$ cat src/rtl/imem_fetch_arbiter.sv
// imem_fetch_arbiter
//   Shares one combinational instruction memory among NUM_CORES fetch stages.
//   Round-robin arbitration in cycle T, registered address toward memory in
//   T+1, registered response (one-hot per-core strobe) in T+2. One fetch per
//   cycle, no backpressure. A per-core flush kills that core's same-cycle
//   request and its stage-1 entry.
//
// Ports
//   clk, rst_n    : clock, asynchronous active-low reset
//   i_req         : per-core fetch request level
//   i_req_addr    : per-core byte address, core i at [32*i+31:32*i]
//   i_flush       : per-core kill of same-cycle / in-flight fetch
//   o_gnt         : combinational one-hot grant (zero when nobody eligible)
//   o_mem_addr    : registered address to instruction memory
//   o_mem_en      : stage-1 slot holds a live request
//   i_mem_rdata   : combinational memory read data for o_mem_addr
//   o_rsp_valid   : registered one-hot response strobe
//   o_rsp_rdata   : registered instruction word (zero on misaligned fetch)
//   o_rsp_err     : registered misaligned-address flag
module imem_fetch_arbiter #(
  parameter int NUM_CORES = 4,
  parameter int ID_W      = $clog2(NUM_CORES)
) (
  input  logic                    clk,
  input  logic                    rst_n,
  input  logic [NUM_CORES-1:0]    i_req,
  input  logic [NUM_CORES*32-1:0] i_req_addr,
  input  logic [NUM_CORES-1:0]    i_flush,
  output logic [NUM_CORES-1:0]    o_gnt,
  output logic [31:0]             o_mem_addr,
  output logic                    o_mem_en,
  input  logic [31:0]             i_mem_rdata,
  output logic [NUM_CORES-1:0]    o_rsp_valid,
  output logic [31:0]             o_rsp_rdata,
  output logic                    o_rsp_err
);

  localparam logic [ID_W:0]   NC   = (ID_W+1)'(NUM_CORES);
  localparam logic [ID_W-1:0] LAST = ID_W'(NUM_CORES - 1);

  logic [ID_W-1:0]      r_rr_ptr;
  logic                 r_vld_p1;
  logic [ID_W-1:0]      r_owner_p1;
  logic                 r_err_p1;
  logic [31:0]          r_addr_p1;
  logic [NUM_CORES-1:0] r_vld_p2;
  logic [31:0]          r_rdata_p2;
  logic                 r_err_p2;

  logic [NUM_CORES-1:0] w_elig;
  logic [ID_W:0]        w_idx;
  logic                 w_any;
  logic [ID_W-1:0]      w_win;
  logic [31:0]          w_win_addr;
  logic                 w_rsp_vld;

  // Misaligned fetches return a zero word so garbage never reaches decode.
  function automatic logic [31:0] f_rsp_data(input logic err, input logic [31:0] rdata);
    return err ? 32'h0 : rdata;
  endfunction

  // Stage p0: round-robin pick of the first eligible core at or after r_rr_ptr.
  always_comb begin
    w_elig = i_req & ~i_flush;
    w_any  = 1'b0;
    w_win  = '0;
    w_idx  = '0;
    for (int k = 0; k < NUM_CORES; k++) begin
      w_idx = {1'b0, r_rr_ptr} + (ID_W+1)'(k);
      if (w_idx >= NC) w_idx = w_idx - NC;
      if (!w_any && w_elig[w_idx[ID_W-1:0]]) begin
        w_any = 1'b1;
        w_win = w_idx[ID_W-1:0];
      end
    end
  end

  assign o_gnt      = w_any ? (NUM_CORES'(1) << w_win) : '0;
  assign w_win_addr = i_req_addr[{w_win, 5'b0} +: 32];

  // A flush aimed at the stage-1 owner drops the entry before it responds.
  assign w_rsp_vld  = r_vld_p1 && !i_flush[r_owner_p1];

  always_ff @(posedge clk or negedge rst_n) begin
    if (!rst_n) begin
      r_rr_ptr   <= '0;
      r_vld_p1   <= 1'b0;
      r_owner_p1 <= '0;
      r_err_p1   <= 1'b0;
      r_addr_p1  <= '0;
      r_vld_p2   <= '0;
      r_rdata_p2 <= '0;
      r_err_p2   <= 1'b0;
    end else begin
      // Stage p1: capture the winner; address holds when idle.
      r_vld_p1 <= w_any;
      if (w_any) begin
        r_rr_ptr   <= (w_win == LAST) ? '0 : w_win + ID_W'(1);
        r_addr_p1  <= w_win_addr;
        r_owner_p1 <= w_win;
        r_err_p1   <= |w_win_addr[1:0];
      end
      // Stage p2: response; data/err hold while no strobe is issued.
      r_vld_p2 <= w_rsp_vld ? (NUM_CORES'(1) << r_owner_p1) : '0;
      if (w_rsp_vld) begin
        r_rdata_p2 <= f_rsp_data(r_err_p1, i_mem_rdata);
        r_err_p2   <= r_err_p1;
      end
    end
  end

  assign o_mem_addr  = r_addr_p1;
  assign o_mem_en    = r_vld_p1;
  assign o_rsp_valid = r_vld_p2;
  assign o_rsp_rdata = r_rdata_p2;
  assign o_rsp_err   = r_err_p2;

endmodule
$ cat config.mk
export PLATFORM = sky130hd
export DESIGN_NAME = imem_fetch_arbiter
export DESIGN_NICKNAME = d
export VERILOG_FILES = /design/src/rtl/imem_fetch_arbiter.sv
export SDC_FILE = /design/constraint.sdc
export NUM_CORES = 1
export LEC_CHECK = 0
export CAP_MARGIN = 20
export CORE_MARGIN = 8
export CORE_UTILIZATION = 41
export CTS_BUF_LIST = sky130_fd_sc_hd__clkbuf_4 sky130_fd_sc_hd__clkbuf_8
export DETAILED_ROUTE_END_ITERATION = 7
export HOLD_SLACK_MARGIN = 0.1
export PLACE_DENSITY = 0.88
export REMOVE_ABC_BUFFERS = 1
export SLEW_MARGIN = 20
export SYNTH_ARGS = -nofsm -noshare
export SYNTH_HDL_FRONTEND = slang
export SYNTH_SLANG_ARGS = --single-unit
$ cat constraint.sdc
create_clock -name clk -period 7.2 [get_ports clk]
set_clock_uncertainty 0.05 [all_clocks]
set_input_delay 2.16 -clock clk [delete_from_list [all_inputs] [get_ports clk]]
set_output_delay 2.16 -clock clk [all_outputs]
set_load 0.02 [all_outputs]
==> metrics.md, run 1 <==
| Metric | Value |
|---|---|
| Outcome | finished clean |
| Setup crit start kind | primary input |
| Total leakage power | 2.61 nW |
| Distinct cells, synth | 39 |
| Vias after detailed routing | 3,445 |
| DP HPWL | 10.3 mm |
| Depth of the worst register-to-register path | 6 |
| Bufs on Longest Clock Path | 2 |
| Critical R2R Capture | o_mem_addr[21] |
| CTS H-Tree Depth | 3 |
| Share of synthesized area occupied by flip-flops and latches | 47.5% |
| Number of buffers inserted for hold repair after clock tree synthesis | 0 |
| Number of instances on the worst hold path | 2 |
| Residual DRC count | 0 |
| Initial antenna violation count | 0 |
| Critical Path RT | 4.99 ns |
| Yosys warnings | 0 |
| Vias in the first global route | 4,057 |
| Ratio of total power to cell area | 340 nW/um2 |
| Synth Cell Area | 3950 um2 |
| Most common flop cell mapped by yosys | sky130_fd_sc_hd__dfrtp_1 |
| Worst supply voltage drop on vdd | 0.000149 V |
| Least-Margin Pin Slew | 0.941 ns |
| Count of pins on the block boundary | 244 |
| Routed Antenna Nets | 0 |
| Routability-driven placement congestion ratio | 0.934 |
| Arr. time, crit path | 4.31 ns |
| Slew Limit Headroom | 37.3% |
| Clock Sink Count | 75 |
| Area grow syn2layout | 68.8% |
| Skew-Pair Late Insertion Delay | 0.33 ns |
| Summed negative setup slack over all endpoints | 0 ns |
| Number of fill cells in the layout | 686 |
| Biggest fanout along the worst timing path | 8 |
| Clock tree from TritonCTS | done |
| Hold WC Path Type | register to register |
| Unrepaired setup endpoints after global routing | no |
| Most used cells in the layout excluding fill and tap cells | sky130_fd_sc_hd__clkdlybuf4s50_1 (242), sky130_fd_sc_hd__dfrtp_1 (75), sky130_fd_sc_hd__nand2_1 (39), sky130_fd_sc_hd__nand2b_1 (33) |
| Count of placed standard cells including taps | 671 |
| Post-synthesis sequential element count | 75 |
| Clock transition at the registers of the reported paths | 0.07 ns |
| Launch point of the worst reg-to-reg path | r_rr_ptr[0] |
| Path type of the worst setup path | primary input to output port |
| Net count of the finished layout | 719 |
| Full die area | 13,000 um2 |
| Total design power | 0.00227 W |
| F_max | 0.153 GHz |
| Number of buffers inserted to repair setup after CTS | 0 |
| Leading cell type in the layout, fill and taps excluded | sky130_fd_sc_hd__clkdlybuf4s50_1 |
| First-pass GRT wire length | 20.6 mm |
| Resized Gates After CTS | 0 |
| Register-to-register setup slack | 4.38 ns |
| Detail-routed via count per cell | 5.03 |
| All-layer global routing usage | 20.1% |
| Inserted Diodes | 0 |
| Area of placed instances | 6470 um2 |
| Dpl ws | 0.699 ns |
| Per-instance average area after synthesis | 12.7 um2 |
| Crit path time final | 6.52 ns |
| Detailed-router iteration count before antenna repair | 6 |
| Synth Instances | 312 |
| Clock root buffer master | sky130_fd_sc_hd__clkbuf_8 |
| Fraction of layout cells with a size suffix above 1 | 16.7% |
| Startpoint of the worst hold path | o_rsp_rdata[26] |
| Async set-reset flop share out of synthesis | 100% |
| Number of DRC markers in iteration 0 | 173 |
| Fin. max-slew vios | 0 |
| Area of all placed cells without fillers | 6670 um2 |
| Die extent in y | 114 um |
| Initial Util | 41.4% |
| Global route total overflow | 0 |
| Core footprint | 9550 um2 |
| Sink of the worst hold path | o_rsp_rdata[26] |
| Least setup slack across all paths after layout | 0.680 ns |
| Number of clock buffers inserted by TritonCTS | 9 |
| Count of input and output buffers | 243 |
| Average wire length per cell after detail routing | 18.7 um |
| Hold Fails Final Rpt | 0 |
| Final setup violation count | 0 |
| # Max-Cap Violations | 0 |
| Largest net degree at the start of global routing | 76 |
| Row count | 36 |
| Total Routed Length | 12.8 mm |
| Final standard cell count with taps included and fillers excluded | 685 |
| Post-synth EDFFs | 0 |
| Kind of end point of the critical path | output port |
| Die width | 114 um |
| Share of the clock period used by the worst path | 90.6% |
synthesized netlist by cell type (2+ instances only):
master | n | area share (%)
sky130_fd_sc_hd__nand2_1 | 39 | 3.7
sky130_fd_sc_hd__nor3b_1 | 3 | 0.57
sky130_fd_sc_hd__dfrtp_1 | 75 | 48
sky130_fd_sc_hd__nand2b_2 | 2 | 0.44
sky130_fd_sc_hd__a21oi_1 | 2 | 0.25
sky130_fd_sc_hd__nand2b_1 | 34 | 5.4
sky130_fd_sc_hd__mux2_2 | 31 | 8.8
sky130_fd_sc_hd__buf_6 | 3 | 0.86
sky130_fd_sc_hd__a21boi_0 | 3 | 0.57
sky130_fd_sc_hd__o31ai_1 | 2 | 0.38
sky130_fd_sc_hd__a211oi_1 | 5 | 0.95
sky130_fd_sc_hd__buf_2 | 5 | 0.63
sky130_fd_sc_hd__clkbuf_1 | 11 | 1.0
sky130_fd_sc_hd__nor3_1 | 2 | 0.25
sky130_fd_sc_hd__and3_1 | 2 | 0.32
sky130_fd_sc_hd__nor2_1 | 6 | 0.57
sky130_fd_sc_hd__inv_1 | 3 | 0.29
sky130_fd_sc_hd__a211o_1 | 2 | 0.44
sky130_fd_sc_hd__o21ai_1 | 19 | 2.4
sky130_fd_sc_hd__mux4_2 | 31 | 18
sky130_fd_sc_hd__o21ai_0 | 14 | 1.8
kinds of logic after synthesis:
family                 count (synthesis)  share of synthesized area (%)
buffers and inverters                 24                           3.10
AOI/OAI and AO/OA                     55                           9.91
DFF                                   75                           47.5
muxes                                 62                           26.5
and+or+nand+nor                       96                           13.0
critical path, cell delays in order:
cell                              delay (ns)
sky130_fd_sc_hd__clkdlybuf4s50_1        0.54
sky130_fd_sc_hd__and3b_1                0.23
sky130_fd_sc_hd__o311ai_4               0.35
sky130_fd_sc_hd__nand2_1                0.20
sky130_fd_sc_hd__nor2_1                 0.18
sky130_fd_sc_hd__clkdlybuf4s50_1        0.64
area by class of cell:
class	instances	area, um2	area share (%)
Sequential cell	75	1880	28.1
Tap cell	133	166	2.50
Multi-Input combinational cell	213	1950	29.3
Timing Repair Buffer	247	2460	36.9
Clock inverter	2	35.0	0.525
Clock buffer	12	165	2.48
Inverter	3	11.3	0.169
stage by stage:
stage	util, %	hold WS [ns]
global route	69.8	0.457
global placement	67.7	0.413
finish	69.8	0.433
CTS	69.8	0.437
floorplan	-	0.436
detailed placement	67.7	0.421
how the worst max path moves through the flow:
stage	start	to	slack, ns	depth (start not counted)
after floorplan	i_flush[2]	o_gnt[1]	1.07	4
after global placement	i_flush[2]	o_gnt[2]	0.81	6
after detailed placement	i_flush[0]	o_gnt[2]	0.70	6
after CTS	i_flush[0]	o_gnt[2]	0.70	6
after global routing	i_flush[0]	o_gnt[2]	0.55	6
final	i_flush[0]	o_gnt[2]	0.68	6
sequential cells by signal, summed over array words and instances, names as in the netlist:
| register | cells |
|---|---|
| o_mem_addr | 32 |
| r_err_p1 | 1 |
| r_rr_ptr | 2 |
| r_owner_p1 | 2 |
| o_rsp_rdata | 32 |
| o_rsp_err | 1 |
| o_mem_en | 1 |
| o_rsp_valid | 4 |
where the power goes:
| group | leakage, nW | switching [W] | internal, W | total (W) |
|---|---|---|---|---|
| logic | 1.57 | 0.000574 | 0.000647 | 0.00122 |
| clock network | 0.104 | 0.000144 | 0.000184 | 0.000328 |
| registers | 0.937 | 0.000121 | 0.000597 | 0.000718 |
metal layers:
layer	routed length [um]	track usage, %
met5	0	0
met2	6610	36.0
met4	242	6.65
met1	4750	21.5
met3	1190	7.07
No activity file was read; power rests on OpenSTA's default activity.
==> inputs of run 2 (changes only) <==
HOLD_SLACK_MARGIN = 0.15   (was 0.1)
==> results of run 2 <==
No change in the layout: final DEF, timing and power equal those of run 1.
==> RTL change 1 (config.mk and constraints of run 2) <==
The parameter `NUM_CORES` goes from 4 to 2.
--- a/src/rtl/imem_fetch_arbiter.sv
+++ b/src/rtl/imem_fetch_arbiter.sv
@@ -20,3 +20,3 @@
 module imem_fetch_arbiter #(
-  parameter int NUM_CORES = 4,
+  parameter int NUM_CORES = 2,
   parameter int ID_W      = $clog2(NUM_CORES)
Interface: changed (5 resized); port bits go from 244 to 172. No check against the original RTL was run, so the function may have changed too.
==> RTL change 1 against run 2 <==
  * Routed wire length is 23% lower
  * Design area decreased by 23%
  * Sequential cell count fell by 4
  * Setup slack better by 0.27 ns
  * Synthesized area down 19%
  * Fmax up 4.4%
  * Hold slack improved by 0.023 ns
  * Critical endpoint is now o_gnt[1]
Power is not compared: it rests on default switching activity, and its combinational part moved more than twofold at a synthesized area within 25%.
==> RTL change 1: results <==
export IMPL_status="finished, final reports clean"
export IMPL_yosys_top_cells_count="71 x dfrtp_1, 34 x nor2b_1, 33 x a221o_1, 33 x mux2_2, 33 x nor3b_1"
export IMPL_synthMuxAreaShare_pct=12.0
export IMPL_gp_congestion=0.725
export IMPL_critPathArrivalTime_ns=4.04
export IMPL_hold_start="o_rsp_err$_DFFE_PN0P_"
export IMPL_grt_use_met1_pct=21.8
export IMPL_port_buffers=171
export IMPL_ys_top_cells_by_area="dfrtp_1 56%, mux2_2 12%, a221o_1 10%"
export IMPL_cts_root_buf="clkbuf_8"
export IMPL_drive_above_1_share_pct=15.0
export IMPL_wl_um=9830
export IMPL_first_pass_iters=4
export IMPL_synth_compound_area_share_pct=11.5
export IMPL_crit_start="i_flush[1]"
export IMPL_min_path_cells=1
export IMPL_relSlewSlack_pct=40.6
export IMPL_first_iter_violations=85
export IMPL_use_met2_pct=29.4
export IMPL_wl_per_cell_um=19.1
export IMPL_clk_pin_slew_ns=0.07
export IMPL_worst_path_max_fanout=14
export IMPL_use_met3_pct=8.43
export IMPL_layout_nets=509
export IMPL_seq_area_frac_synth_pct=55.8
export IMPL_rrSetupSlack_ns=5.60
export IMPL_r2r_start="r_owner_p1$_DFFE_PN0N_"
export IMPL_grt_pass1_wl_um=16200
export IMPL_dp_cells=498
export IMPL_syn_instance_count=240
export IMPL_grt_max_degree=72
export IMPL_grtUsageTotal_pct=18.5
export IMPL_hold_path_end="o_rsp_err$_DFFE_PN0P_"
export IMPL_vias=2615
export IMPL_grt_pass1_vias=2988
export IMPL_synth_cell_types=20
-- RTL change 1: changes by cell type after synthesis, sizes merged, moves of 8 or more --
cell,run 2,this run
nand2b,36,1
mux4,31,0
o21ai,33,0
buf,10,18
clkbuf,11,3
a221o,0,33
nor3b,3,33
nand2,39,2
nor2b,2,34
-- RTL change 1: cells by family (layout without fill, tap and decap cells) --
kind of cell,Yosys count,after routing
flip-flops,71,71
AND/OR/NAND/NOR,75,75
multiplexers,34,34
AO/OA/AOI/OAI,38,38
buffers and inverters,22,194
-- RTL change 1: final cells by class --
class,instances,area (um2)
clock inverters,6,92.6
flip-flops and latches,71,1780
inverters,1,3.75
fillers,551,2510
repair buffers,177,1750
well taps,102,128
clock buffers,10,131
multi-input cells,147,1260
-- RTL change 1: how the worst max path moves through the flow --
| stage | end | cells after the start |
|---|---|---|
| final | o_gnt[1] | 4 |
| after global routing | o_gnt[1] | 4 |
| after CTS | o_gnt[1] | 4 |
| after detailed placement | o_gnt[1] | 4 |
| after global placement | o_gnt[1] | 4 |
| after floorplan | o_gnt[1] | 2 |
-- RTL change 1: layer usage --
layer	wire length, um	share of wire [%]
met3	990	10
met4	107	1.1
met5	0	0
met2	4530	46
met1	4210	43
-- RTL change 1: power by group through the flow --
stage               Clock (W)  Sequential [W]  Combinational (W)
finish               0.000355        0.000523           0.000454
global route         0.000378        0.000535           0.000483
CTS                  0.000364        0.000523           0.000461
detailed placement          0        0.000530           0.000459
global placement            0        0.000524           0.000449
floorplan                   0        0.000615           0.000114
-- RTL change 1: per-stage QoR --
stage	setup WS, ns	utilization, %	total power, W	hold slack, ns	instance area, um2
after detailed placement	0.930	64.3	0.000989	0.442	4920
after global placement	0.970	64.3	0.000973	0.435	4920
final	0.953	67.2	0.00133	0.456	5140
after floorplan	0.641	-	0.000729	0.418	3030
after CTS	0.919	67.2	0.00135	0.458	5140
after global routing	0.840	67.2	0.00140	0.477	5140
-- RTL change 1: critical path, delay by kind of cell --
| family | cells | cell delay (ns) |
|---|---|---|
| AO/OA/AOI/OAI | 1 | 0.24 |
| buffers and inverters | 2 | 1.11 |
| AND/OR/NAND/NOR | 1 | 0.53 |
==> RTL change 2 (config.mk and constraints of run 2) <==
Without the edit above. Reset style: synchronous (`rst_n`), changed in one clocked block. Comments in the files are not updated.
--- a/src/rtl/imem_fetch_arbiter.sv
+++ b/src/rtl/imem_fetch_arbiter.sv
@@ -83,3 +83,3 @@
 
-  always_ff @(posedge clk or negedge rst_n) begin
+  always_ff @(posedge clk) begin
     if (!rst_n) begin
Check against the original RTL: differs if rst_n is asserted again (counterexample within 4 cycles, from zero or initial values and one cycle with rst_n low); with rst_n held inactive, the same outputs for 10 cycles.
==> RTL change 2 against run 2 <==
  * Sequential cell count is the same
  * Count of clock-buffer cells in the layout shrank 1
  * Synthesized area is 4.1% lower
  * Routed wire length increased by 2.1%
  * Design area down 4.7%
  * Non-clock buffer count is 2 lower
  * Setup slack got worse by 0.028 ns
  * Critical path type unchanged
  * Largest cell class unchanged
Power is not compared: it rests on default switching activity, and its combinational part moved more than twofold at a synthesized area within 25%.
==> RTL change 2: results <==
export IMPL_postCtsSetupBuffers=0
export IMPL_synth_cell_types=36
export IMPL_first_pass_iters=4
export IMPL_drive_above_1_share_pct=5.34
export IMPL_relSlewSlack_pct=35.1
export IMPL_critPathMaxStageDelay_ns=0.63
export IMPL_synthFlopType="dfxtp_1"
export IMPL_vias=3721
export IMPL_layout_nets=784
export IMPL_dp_slack_ns=0.677
export IMPL_worst_path_max_fanout=15
export IMPL_critPathArrivalTime_ns=4.34
export IMPL_p_leak_nw=2.57
export IMPL_grtUsageTotal_pct=20.3
export IMPL_cts_buffers=9
export IMPL_first_iter_violations=225
export IMPL_wl_per_cell_um=17.9
export IMPL_dp_cells=714
export IMPL_grt_pass1_vias=4004
export IMPL_status="finished, final reports clean"
export IMPL_wl_um=13100
export IMPL_cts_resized_gates=0
export IMPL_seq_area_frac_synth_pct=39.7
export IMPL_detailed_place_area_mm2=0.00618
export IMPL_async_flop_share_pct=0
export IMPL_yosys_top_cells_count="75 x dfxtp_1, 64 x mux2i_1, 37 x nor2b_1"
export IMPL_n_antenna_cell=0
export IMPL_hpwl_um=10600
export IMPL_syn_instance_count=391
export IMPL_crit_family="buffers and inverters"
export IMPL_final_fill_count=657
export IMPL_grt_max_degree=67
export IMPL_worst_path_max_delay_cell="clkdlybuf4s50_1"
export IMPL_gp_congestion=0.826
export IMPL_ys_top_cells_by_area="dfxtp_1 40%, mux2i_1 17%, a2bb2oi_1 6.9%"
[RTL change 2: final timing paths]
kind / start / end / slack [ns] / depth (start not counted)
max: i_req[0] / o_gnt[2] / 0.65 / 6
min: o_mem_addr[1]$_SDFFE_PN0P_ / o_mem_addr[1]$_SDFFE_PN0P_ / 0.41 / 1
max reg2reg: r_rr_ptr[0]$_SDFFE_PN0P_ / o_mem_addr[12]$_SDFFE_PN0P_ / 4.41 / 7
min reg2reg: o_mem_addr[1]$_SDFFE_PN0P_ / o_mem_addr[1]$_SDFFE_PN0P_ / 0.41 / 1
[RTL change 2: cell families after synthesis]
group	Yosys count	share of synthesized area, %
simple gates	103	18.2
compound gates	111	18.9
flops	75	39.7
buf+inv	37	5.75
mux	65	17.5
[RTL change 2: layout make-up]
cell class / instances / area, um2 / area share (%)
multi-input cells: 279 / 2080 / 32.7
well taps: 111 / 139 / 2.19
clock inverters: 4 / 26.3 / 0.413
inverters: 4 / 16.3 / 0.256
clock buffers: 11 / 151 / 2.38
flip-flops and latches: 75 / 1500 / 23.6
repair buffers: 245 / 2440 / 38.4
[RTL change 2: routing by layer]
metal | global-route usage [%] | vias to the layer above | wire [um]
met3 | 7.89 | 19 | 1240
met2 | 36.3 | 188 | 6410
met5 | 0 | - | 0
met1 | 21.6 | 1659 | 5180
li1 | - | 1855 | -
met4 | 5.67 | 0 | 234
[RTL change 2: power by group through the flow]
stage | Clock, W | Sequential, W | Combinational, W
2_1_floorplan | 0 | 0.000528 | 0.000162
3_3_place_gp | 0 | 0.000482 | 0.000391
3_5_place_dp | 0 | 0.000484 | 0.000400
4_1_cts | 0.000294 | 0.000474 | 0.000401
5_1_grt | 0.000316 | 0.000480 | 0.000423
6_report | 0.000290 | 0.000474 | 0.000397
